===== src/rtl/trig_acq_ctrl.sv =====
// rtl/trig_acq_ctrl.sv - DSO acquisition trigger controller; auto-trigger timer enabled by TRIG_AUTO_EN
module trig_acq_ctrl #(
    parameter int ADDR_W  = 16,
    parameter int DEPTH_W = 32
) (
    input  logic               clk_200M,
    input  logic               rst_n,
    input  logic               acq_start,
    input  logic               acq_stop,
    input  logic               trig_raw,
    input  logic               force_trig,
    input  logic               holdoff_busy,
    input  logic [DEPTH_W-1:0] pre_depth,
    input  logic [DEPTH_W-1:0] post_depth,
    input  logic [31:0]        auto_timeout,
    output logic               trig_aft_pul,
    output logic               trig_holdoff_reload,
    output logic               wr_en,
    output logic [ADDR_W-1:0]  wr_addr,
    output logic [ADDR_W-1:0]  trig_addr,
    output logic [2:0]         acq_state,
    output logic               acq_done,
    output logic               trig_auto
);

    typedef enum logic [2:0] {
        S_IDLE  = 3'd0,
        S_PRE   = 3'd1,
        S_ARMED = 3'd2,
        S_POST  = 3'd3,
        S_DONE  = 3'd4
    } state_e;

    state_e             state_q;
    logic               sync1_q, sync2_q, sync3_q;
    logic [DEPTH_W-1:0] cnt_q, depth_q;
    logic               wr_en_q, acq_done_q;
    logic [ADDR_W-1:0]  wr_addr_q, trig_addr_q;
    logic [1:0]         aft_cnt_q, rld_cnt_q;
    logic               aft_q, rld_n_q;

    logic               trig_edge, qual_trig, auto_hit;
    logic               start_ok, fire, cnt_last;

    // Edge is only seen after two metastability flops; the third flop holds history.
    assign trig_edge = sync2_q & ~sync3_q;
    assign qual_trig = (trig_edge & ~holdoff_busy) | force_trig;
    assign start_ok  = (state_q == S_IDLE) & acq_start & ~acq_stop;
    assign fire      = (state_q == S_ARMED) & ~acq_stop & (qual_trig | auto_hit);
    assign cnt_last  = (cnt_q == depth_q - DEPTH_W'(1));

`ifdef TRIG_AUTO_EN
    logic [31:0] timer_q;
    logic        trig_auto_q;

    assign auto_hit  = (auto_timeout != 32'd0) && (timer_q == auto_timeout - 32'd1);
    assign trig_auto = trig_auto_q;

    // Count cycles spent in ARMED; restarts from zero on every ARMED entry.
    always_ff @(posedge clk_200M or negedge rst_n) begin
        if (!rst_n) begin
            timer_q <= 32'd0;
        end else if (state_q == S_ARMED) begin
            timer_q <= timer_q + 32'd1;
        end else begin
            timer_q <= 32'd0;
        end
    end

    // Remember whether the last trigger was produced by the timer rather than a real one.
    always_ff @(posedge clk_200M or negedge rst_n) begin
        if (!rst_n) begin
            trig_auto_q <= 1'b0;
        end else if (start_ok) begin
            trig_auto_q <= 1'b0;
        end else if (fire) begin
            trig_auto_q <= ~qual_trig;
        end
    end
`else
    logic unused_auto_timeout;

    assign unused_auto_timeout = ^auto_timeout;
    assign auto_hit            = 1'b0;
    assign trig_auto           = 1'b0;
`endif

    // Trigger synchronizer plus history flop.
    always_ff @(posedge clk_200M or negedge rst_n) begin
        if (!rst_n) begin
            sync1_q <= 1'b0;
            sync2_q <= 1'b0;
            sync3_q <= 1'b0;
        end else begin
            sync1_q <= trig_raw;
            sync2_q <= sync1_q;
            sync3_q <= sync2_q;
        end
    end

    // Acquisition FSM; depth is captured on state entry so later input changes are ignored.
    always_ff @(posedge clk_200M or negedge rst_n) begin
        if (!rst_n) begin
            state_q     <= S_IDLE;
            cnt_q       <= '0;
            depth_q     <= '0;
            wr_en_q     <= 1'b0;
            acq_done_q  <= 1'b0;
            trig_addr_q <= '0;
        end else begin
            acq_done_q <= 1'b0;
            case (state_q)
                S_IDLE: begin
                    if (start_ok) begin
                        cnt_q   <= '0;
                        depth_q <= pre_depth;
                        wr_en_q <= 1'b1;
                        state_q <= (pre_depth == '0) ? S_ARMED : S_PRE;
                    end
                end
                S_PRE: begin
                    if (acq_stop) begin
                        state_q <= S_IDLE;
                        wr_en_q <= 1'b0;
                    end else if (cnt_last) begin
                        state_q <= S_ARMED;
                    end else begin
                        cnt_q <= cnt_q + DEPTH_W'(1);
                    end
                end
                S_ARMED: begin
                    if (acq_stop) begin
                        state_q <= S_IDLE;
                        wr_en_q <= 1'b0;
                    end else if (fire) begin
                        trig_addr_q <= wr_addr_q;
                        cnt_q       <= '0;
                        depth_q     <= post_depth;
                        if (post_depth == '0) begin
                            state_q    <= S_DONE;
                            wr_en_q    <= 1'b0;
                            acq_done_q <= 1'b1;
                        end else begin
                            state_q <= S_POST;
                        end
                    end
                end
                S_POST: begin
                    if (acq_stop) begin
                        state_q <= S_IDLE;
                        wr_en_q <= 1'b0;
                    end else if (cnt_last) begin
                        state_q    <= S_DONE;
                        wr_en_q    <= 1'b0;
                        acq_done_q <= 1'b1;
                    end else begin
                        cnt_q <= cnt_q + DEPTH_W'(1);
                    end
                end
                S_DONE: begin
                    state_q <= S_IDLE;
                end
                default: begin
                    state_q <= S_IDLE;
                    wr_en_q <= 1'b0;
                end
            endcase
        end
    end

    // Capture address: cleared on start, advances on every write cycle, wraps silently.
    always_ff @(posedge clk_200M or negedge rst_n) begin
        if (!rst_n) begin
            wr_addr_q <= '0;
        end else if (start_ok) begin
            wr_addr_q <= '0;
        end else if (wr_en_q) begin
            wr_addr_q <= wr_addr_q + ADDR_W'(1);
        end
    end

    // Trigger-after pulse: 4 cycles, retriggerable.
    always_ff @(posedge clk_200M or negedge rst_n) begin
        if (!rst_n) begin
            aft_q     <= 1'b0;
            aft_cnt_q <= 2'd0;
        end else if (fire) begin
            aft_q     <= 1'b1;
            aft_cnt_q <= 2'd3;
        end else if (aft_q) begin
            if (aft_cnt_q == 2'd0) begin
                aft_q <= 1'b0;
            end else begin
                aft_cnt_q <= aft_cnt_q - 2'd1;
            end
        end
    end

    // Active-low holdoff reload: held low in reset, 4-cycle low pulse on start and on trigger.
    always_ff @(posedge clk_200M or negedge rst_n) begin
        if (!rst_n) begin
            rld_n_q   <= 1'b0;
            rld_cnt_q <= 2'd0;
        end else if (start_ok || fire) begin
            rld_n_q   <= 1'b0;
            rld_cnt_q <= 2'd3;
        end else if (!rld_n_q) begin
            if (rld_cnt_q == 2'd0) begin
                rld_n_q <= 1'b1;
            end else begin
                rld_cnt_q <= rld_cnt_q - 2'd1;
            end
        end
    end

    assign trig_aft_pul        = aft_q;
    assign trig_holdoff_reload = rld_n_q;
    assign wr_en               = wr_en_q;
    assign wr_addr             = wr_addr_q;
    assign trig_addr           = trig_addr_q;
    assign acq_state           = state_q;
    assign acq_done            = acq_done_q;

endmodule


===== config.mk =====
export PLATFORM = sky130hd
export DESIGN_NAME = trig_acq_ctrl
export DESIGN_NICKNAME = d
export VERILOG_FILES = /design/src/rtl/trig_acq_ctrl.sv
export SDC_FILE = /design/constraint.sdc
export NUM_CORES = 1
export LEC_CHECK = 0
export CAP_MARGIN = 40
export CORE_UTILIZATION = 50
export DETAILED_ROUTE_END_ITERATION = 16
export PLACE_DENSITY = 0.86
export SYNTH_ARGS = -nofsm -noshare
export SYNTH_HDL_FRONTEND = slang
export SYNTH_SLANG_ARGS = --single-unit
export TNS_END_PERCENT = 30

===== constraint.sdc =====
create_clock -name clk_200M -period 3.3 [get_ports clk_200M]
set_input_delay 0.99 -clock clk_200M [delete_from_list [all_inputs] [get_ports clk_200M]]
set_output_delay 0.99 -clock clk_200M [all_outputs]
set_load 0.03 [all_outputs]

==> impl_metrics.prom <==
# TYPE chip_impl_metric gauge
chip_impl_info{name="outcome",value="finished, final reports clean"} 1
chip_impl_metric{name="finalInstanceArea",unit="um^2"} 8446
chip_impl_metric{name="fin_crit_share",unit=""} 0.9563
chip_impl_metric{name="min_period",unit="ns"} 3.156
chip_impl_metric{name="grt_max_degree",unit=""} 57
chip_impl_metric{name="fillCellCount",unit=""} 1046
chip_impl_info{name="tritoncts",value="yes"} 1
chip_impl_metric{name="share_of_synthesized_flip_flops_with_an_asynchronous_set_or_reset",unit=""} 1.000
chip_impl_metric{name="cts.reportedPaths.clkPinSlew",unit="ns"} 0.08
chip_impl_metric{name="peakVddDrop",unit="mV"} 0.3634
chip_impl_metric{name="worst-slew-pin-transition",unit="ns"} 0.6540
chip_impl_info{name="ys.flop_type",value="sky130_fd_sc_hd__dfrtp_1"} 1
chip_impl_metric{name="syn-mean-instance-area",unit="um^2"} 8.789
chip_impl_metric{name="fmaxAchievable",unit="MHz"} 316.9
chip_impl_metric{name="placement.cell_area",unit="um^2"} 8128
chip_impl_metric{name="gp_routability_congestion",unit=""} 0.9166
chip_impl_info{name="critical_path.reg2reg.startpoint",value="depth_q[0]"} 1
chip_impl_metric{name="port_buffers",unit=""} 109
chip_impl_metric{name="route.detailed.drc",unit=""} 0
chip_impl_metric{name="drt_first_pass_iters",unit=""} 4
chip_impl_metric{name="die_height",unit="um"} 118.0
chip_impl_metric{name="clock_sinks",unit=""} 110
chip_impl_metric{name="post_route_cells_drive_above_1_share",unit=""} 0.1120
chip_impl_metric{name="initial_core_util",unit=""} 0.5104
chip_impl_info{name="whs_endpoint",value="sync2_q"} 1
chip_impl_info{name="cts.root.buffer_cell",value="sky130_fd_sc_hd__clkbuf_16"} 1
chip_impl_metric{name="ios",unit=""} 143
chip_impl_info{name="hold_start",value="sync1_q"} 1
chip_impl_metric{name="grt_antenna_before_repair",unit=""} 0
chip_impl_metric{name="number_of_vias_per_cell",unit=""} 6.026
chip_impl_metric{name="post_synth_num_cell_types",unit=""} 72
chip_impl_info{name="start_kind",value="flip-flop"} 1
chip_impl_metric{name="post-place-cells",unit=""} 1035
chip_impl_metric{name="slew_headroom",unit=""} 0.5600
chip_impl_metric{name="totalWireLength",unit="mm"} 17.25
chip_impl_metric{name="hold_viol_final",unit=""} 0
chip_impl_metric{name="worst-r2r-setup-slack",unit="ns"} 0.14
chip_impl_metric{name="area_of_the_die",unit="um^2"} 13930
chip_impl_metric{name="power.density",unit="nW/um^2"} 673.9
chip_impl_metric{name="synth-edff-count",unit=""} 0
chip_impl_metric{name="synth_cells",unit=""} 766
chip_impl_metric{name="post-dp-hpwl",unit="mm"} 12.77
chip_impl_metric{name="h-tree-depth",unit=""} 3
chip_impl_metric{name="seq_area_frac_synth",unit=""} 0.4088
chip_impl_metric{name="drt-initial-drc-count",unit=""} 431
chip_impl_metric{name="min_path_cells",unit=""} 0
chip_impl_metric{name="finalClockSkew",unit="ns"} 0.009745
chip_impl_metric{name="final_number_of_setup_violating_endpoints",unit=""} 0
chip_impl_metric{name="postSynthRegisterBits",unit=""} 110
chip_impl_metric{name="timing.final.max_slew_violations",unit=""} 0
chip_impl_metric{name="fp-row-count",unit=""} 42
chip_impl_metric{name="first_global_vias",unit=""} 5992
chip_impl_info{name="critPathCaptureType",value="flip-flop"} 1
chip_impl_metric{name="insertion_delay",unit="ns"} 0.36
chip_impl_metric{name="layout-area-overhead-vs-synth",unit="%"} 25.44
chip_impl_metric{name="tritoncts.num_buffers",unit=""} 9
chip_impl_metric{name="synth.cell_area",unit="um^2"} 6733
chip_impl_metric{name="synth-warning-count",unit=""} 0
chip_impl_info{name="worst-setup-path-type",value="reg2reg"} 1
chip_impl_metric{name="cts.path.max_buffers",unit=""} 2
chip_impl_metric{name="grt_first_pass_wirelength",unit="mm"} 29.50
chip_impl_metric{name="r2r.worst_path.cells",unit=""} 13
chip_impl_metric{name="vias",unit=""} 6333
chip_impl_info{name="timing.hold.worst.class",value="reg2reg"} 1
chip_impl_info{name="top_library_cells_by_usage_in_the_layout_fill_and_taps_aside",value="sky130_fd_sc_hd__dfrtp_1, sky130_fd_sc_hd__clkdlybuf4s50_1, sky130_fd_sc_hd__nand2_1"} 1
chip_impl_metric{name="hold_slack",unit="ns"} 0.3561
chip_impl_info{name="end_of_the_worst_register_to_register_path",value="cnt_q[21]"} 1
chip_impl_metric{name="timing.critical_path.fanout_max",unit=""} 24
chip_impl_metric{name="finish.utilization",unit=""} 0.6403
chip_impl_metric{name="fin_setup_tns",unit="ns"} 0
chip_impl_info{name="layout.cells.most_common",value="sky130_fd_sc_hd__dfrtp_1"} 1
chip_impl_metric{name="crit_arrival",unit="ns"} 3.44
chip_impl_metric{name="grt_residual_overflow",unit=""} 0
chip_impl_metric{name="chipWidth",unit="um"} 118.0
chip_impl_metric{name="cts_hold_buf",unit=""} 0
chip_impl_metric{name="post_layout_nonfiller_instances",unit=""} 1051
chip_impl_metric{name="ant_nets",unit=""} 0
chip_impl_metric{name="leakage",unit="nW"} 3.375
chip_impl_info{name="rsz_0062_raised_after_global_routing",value="no"} 1
chip_impl_metric{name="avgRoutedWirePerCell",unit="um"} 16.42
chip_impl_metric{name="timing.critical_path.required",unit="ns"} 3.59
chip_impl_metric{name="floorplan.core_area",unit="um^2"} 13190
chip_impl_metric{name="nNetsFinal",unit=""} 978
chip_impl_metric{name="syn-num-nets",unit=""} 874
chip_impl_metric{name="antenna_cells",unit=""} 0
chip_impl_metric{name="timing.max_cap.violations",unit=""} 0
chip_impl_metric{name="grt_use_total",unit=""} 0.2592
## worst max-delay path, stage by stage, from the launching register on
cell and delay [ns]:
sky130_fd_sc_hd__dfrtp_1 0.48, sky130_fd_sc_hd__inv_1 0.09, sky130_fd_sc_hd__ha_1 0.25, sky130_fd_sc_hd__nor3b_1 0.29, sky130_fd_sc_hd__nand2_1 0.22, sky130_fd_sc_hd__nor4b_2 0.33, sky130_fd_sc_hd__xnor2_1 0.19, sky130_fd_sc_hd__nor3_1 0.09
sky130_fd_sc_hd__nand4_2 0.11, sky130_fd_sc_hd__buf_4 0.15, sky130_fd_sc_hd__nor2_8 0.05, sky130_fd_sc_hd__buf_12 0.15, sky130_fd_sc_hd__or4_1 0.51, sky130_fd_sc_hd__a21oi_1 0.15
## logic make-up (layout without fill, tap and decap cells)
logic type	count (synthesis)	after routing	synth area share
multiplexers	22	22	0.03624
XOR/XNOR	54	54	0.07025
adder cells (fa/ha/maj)	5	5	0.009292
other	1	1	0.0005570
buffers and inverters	62	171	0.04181
AO/OA/AOI/OAI	141	141	0.1368
AND/OR/NAND/NOR	371	371	0.2962
flip-flops	110	110	0.4088
## power by group
part,internal [mW],switching (mW),total (mW),leakage [nW]
sequential,1.72,0.519,2.24,1.40
combinational,1.05,1.30,2.35,1.82
clock,0.541,0.563,1.10,0.150
total,3.31,2.38,5.69,3.37
## routing by layer
| layer | part of all wire | routed length, um | global-route usage | up-vias |
|---|---|---|---|---|
| met5 | 0 | 0 | 0 | - |
| met4 | 0.020 | 350 | 0.09696 | 0 |
| met3 | 0.063 | 1089 | 0.03295 | 26 |
| met2 | 0.46 | 7933 | 0.4018 | 256 |
| met1 | 0.46 | 7881 | 0.3700 | 3040 |
| li1 | - | - | - | 3011 |
## cell type report
type	count	area (um^2)	share of cell area
well taps	176	220.2	0.02607
flip-flops and latches	110	2753	0.3259
inverters	16	60.06	0.007111
clock inverters	7	77.57	0.009185
clock buffers	9	225.2	0.02667
multi-input cells	594	3721	0.4406
repair buffers	139	1389	0.1644
## stage by stage
step	setup slack, ns	total power [mW]
6_report	0.1441	5.691
5_1_grt	0.005943	6.050
4_1_cts	0.1921	5.665
3_5_place_dp	0.1274	4.563
3_3_place_gp	0.1786	4.477
2_1_floorplan	0.2804	3.713
## state kept, by name (all words and copies together), names as in the netlist
name,flops
wr_en,1
sync2_q,1
aft_cnt_q,2
rld_cnt_q,2
trig_holdoff_reload,1
acq_done,1
cnt_q,32
wr_addr,16
sync1_q,1
trig_addr,16
sync3_q,1
acq_state,3
depth_q,32
trig_aft_pul,1
## worst max path at each step
stage | start | endpoint | slack, ns | cells after the start
CTS | depth_q[0] | acq_state[1] | 0.19 | 10
detailed placement | acq_stop | cnt_q[21] | 0.13 | 9
global placement | acq_stop | cnt_q[21] | 0.18 | 9
global route | depth_q[0] | cnt_q[8] | 0.006 | 13
finish | depth_q[0] | cnt_q[21] | 0.14 | 13
floorplan | depth_q[4] | acq_state[1] | 0.28 | 10
## cells in the mapped netlist, types with 3 or more instances
cell type | number | area [um^2]
sky130_fd_sc_hd__a2111oi_0 | 3 | 26.28
sky130_fd_sc_hd__a211o_1 | 3 | 26.28
sky130_fd_sc_hd__a21oi_1 | 27 | 135.1
sky130_fd_sc_hd__a21oi_2 | 7 | 61.31
sky130_fd_sc_hd__a31oi_1 | 33 | 206.5
sky130_fd_sc_hd__and2_1 | 3 | 18.77
sky130_fd_sc_hd__and3_1 | 13 | 81.33
sky130_fd_sc_hd__and4_1 | 4 | 35.03
sky130_fd_sc_hd__buf_2 | 4 | 20.02
sky130_fd_sc_hd__clkbuf_1 | 35 | 131.4
sky130_fd_sc_hd__dfrtp_1 | 110 | 2753
sky130_fd_sc_hd__ha_1 | 5 | 62.56
sky130_fd_sc_hd__inv_1 | 16 | 60.06
sky130_fd_sc_hd__mux2_2 | 18 | 202.7
sky130_fd_sc_hd__mux2i_1 | 3 | 30.03
sky130_fd_sc_hd__nand2_1 | 102 | 382.9
sky130_fd_sc_hd__nand2b_1 | 6 | 37.54
sky130_fd_sc_hd__nand3_1 | 27 | 135.1
sky130_fd_sc_hd__nand3b_1 | 3 | 22.52
sky130_fd_sc_hd__nand4_1 | 27 | 168.9
sky130_fd_sc_hd__nor2_1 | 74 | 277.8
sky130_fd_sc_hd__nor3_1 | 12 | 60.06
sky130_fd_sc_hd__nor4_1 | 31 | 193.9
sky130_fd_sc_hd__o211ai_1 | 8 | 60.06
sky130_fd_sc_hd__o21ai_0 | 27 | 135.1
sky130_fd_sc_hd__o21ai_2 | 6 | 52.55
sky130_fd_sc_hd__o31ai_1 | 8 | 60.06
sky130_fd_sc_hd__o41ai_1 | 3 | 26.28
sky130_fd_sc_hd__or3_1 | 32 | 200.2
sky130_fd_sc_hd__or4_1 | 11 | 82.58
sky130_fd_sc_hd__xnor2_1 | 34 | 297.8
sky130_fd_sc_hd__xor2_1 | 20 | 175.2
## repair_timing
action	in CTS	in global routing
buffers inserted	0	0
endpoints found under the setup margin	0	31
gates resized for setup	0	4
Note: power is estimated with default switching activity, not from simulation.
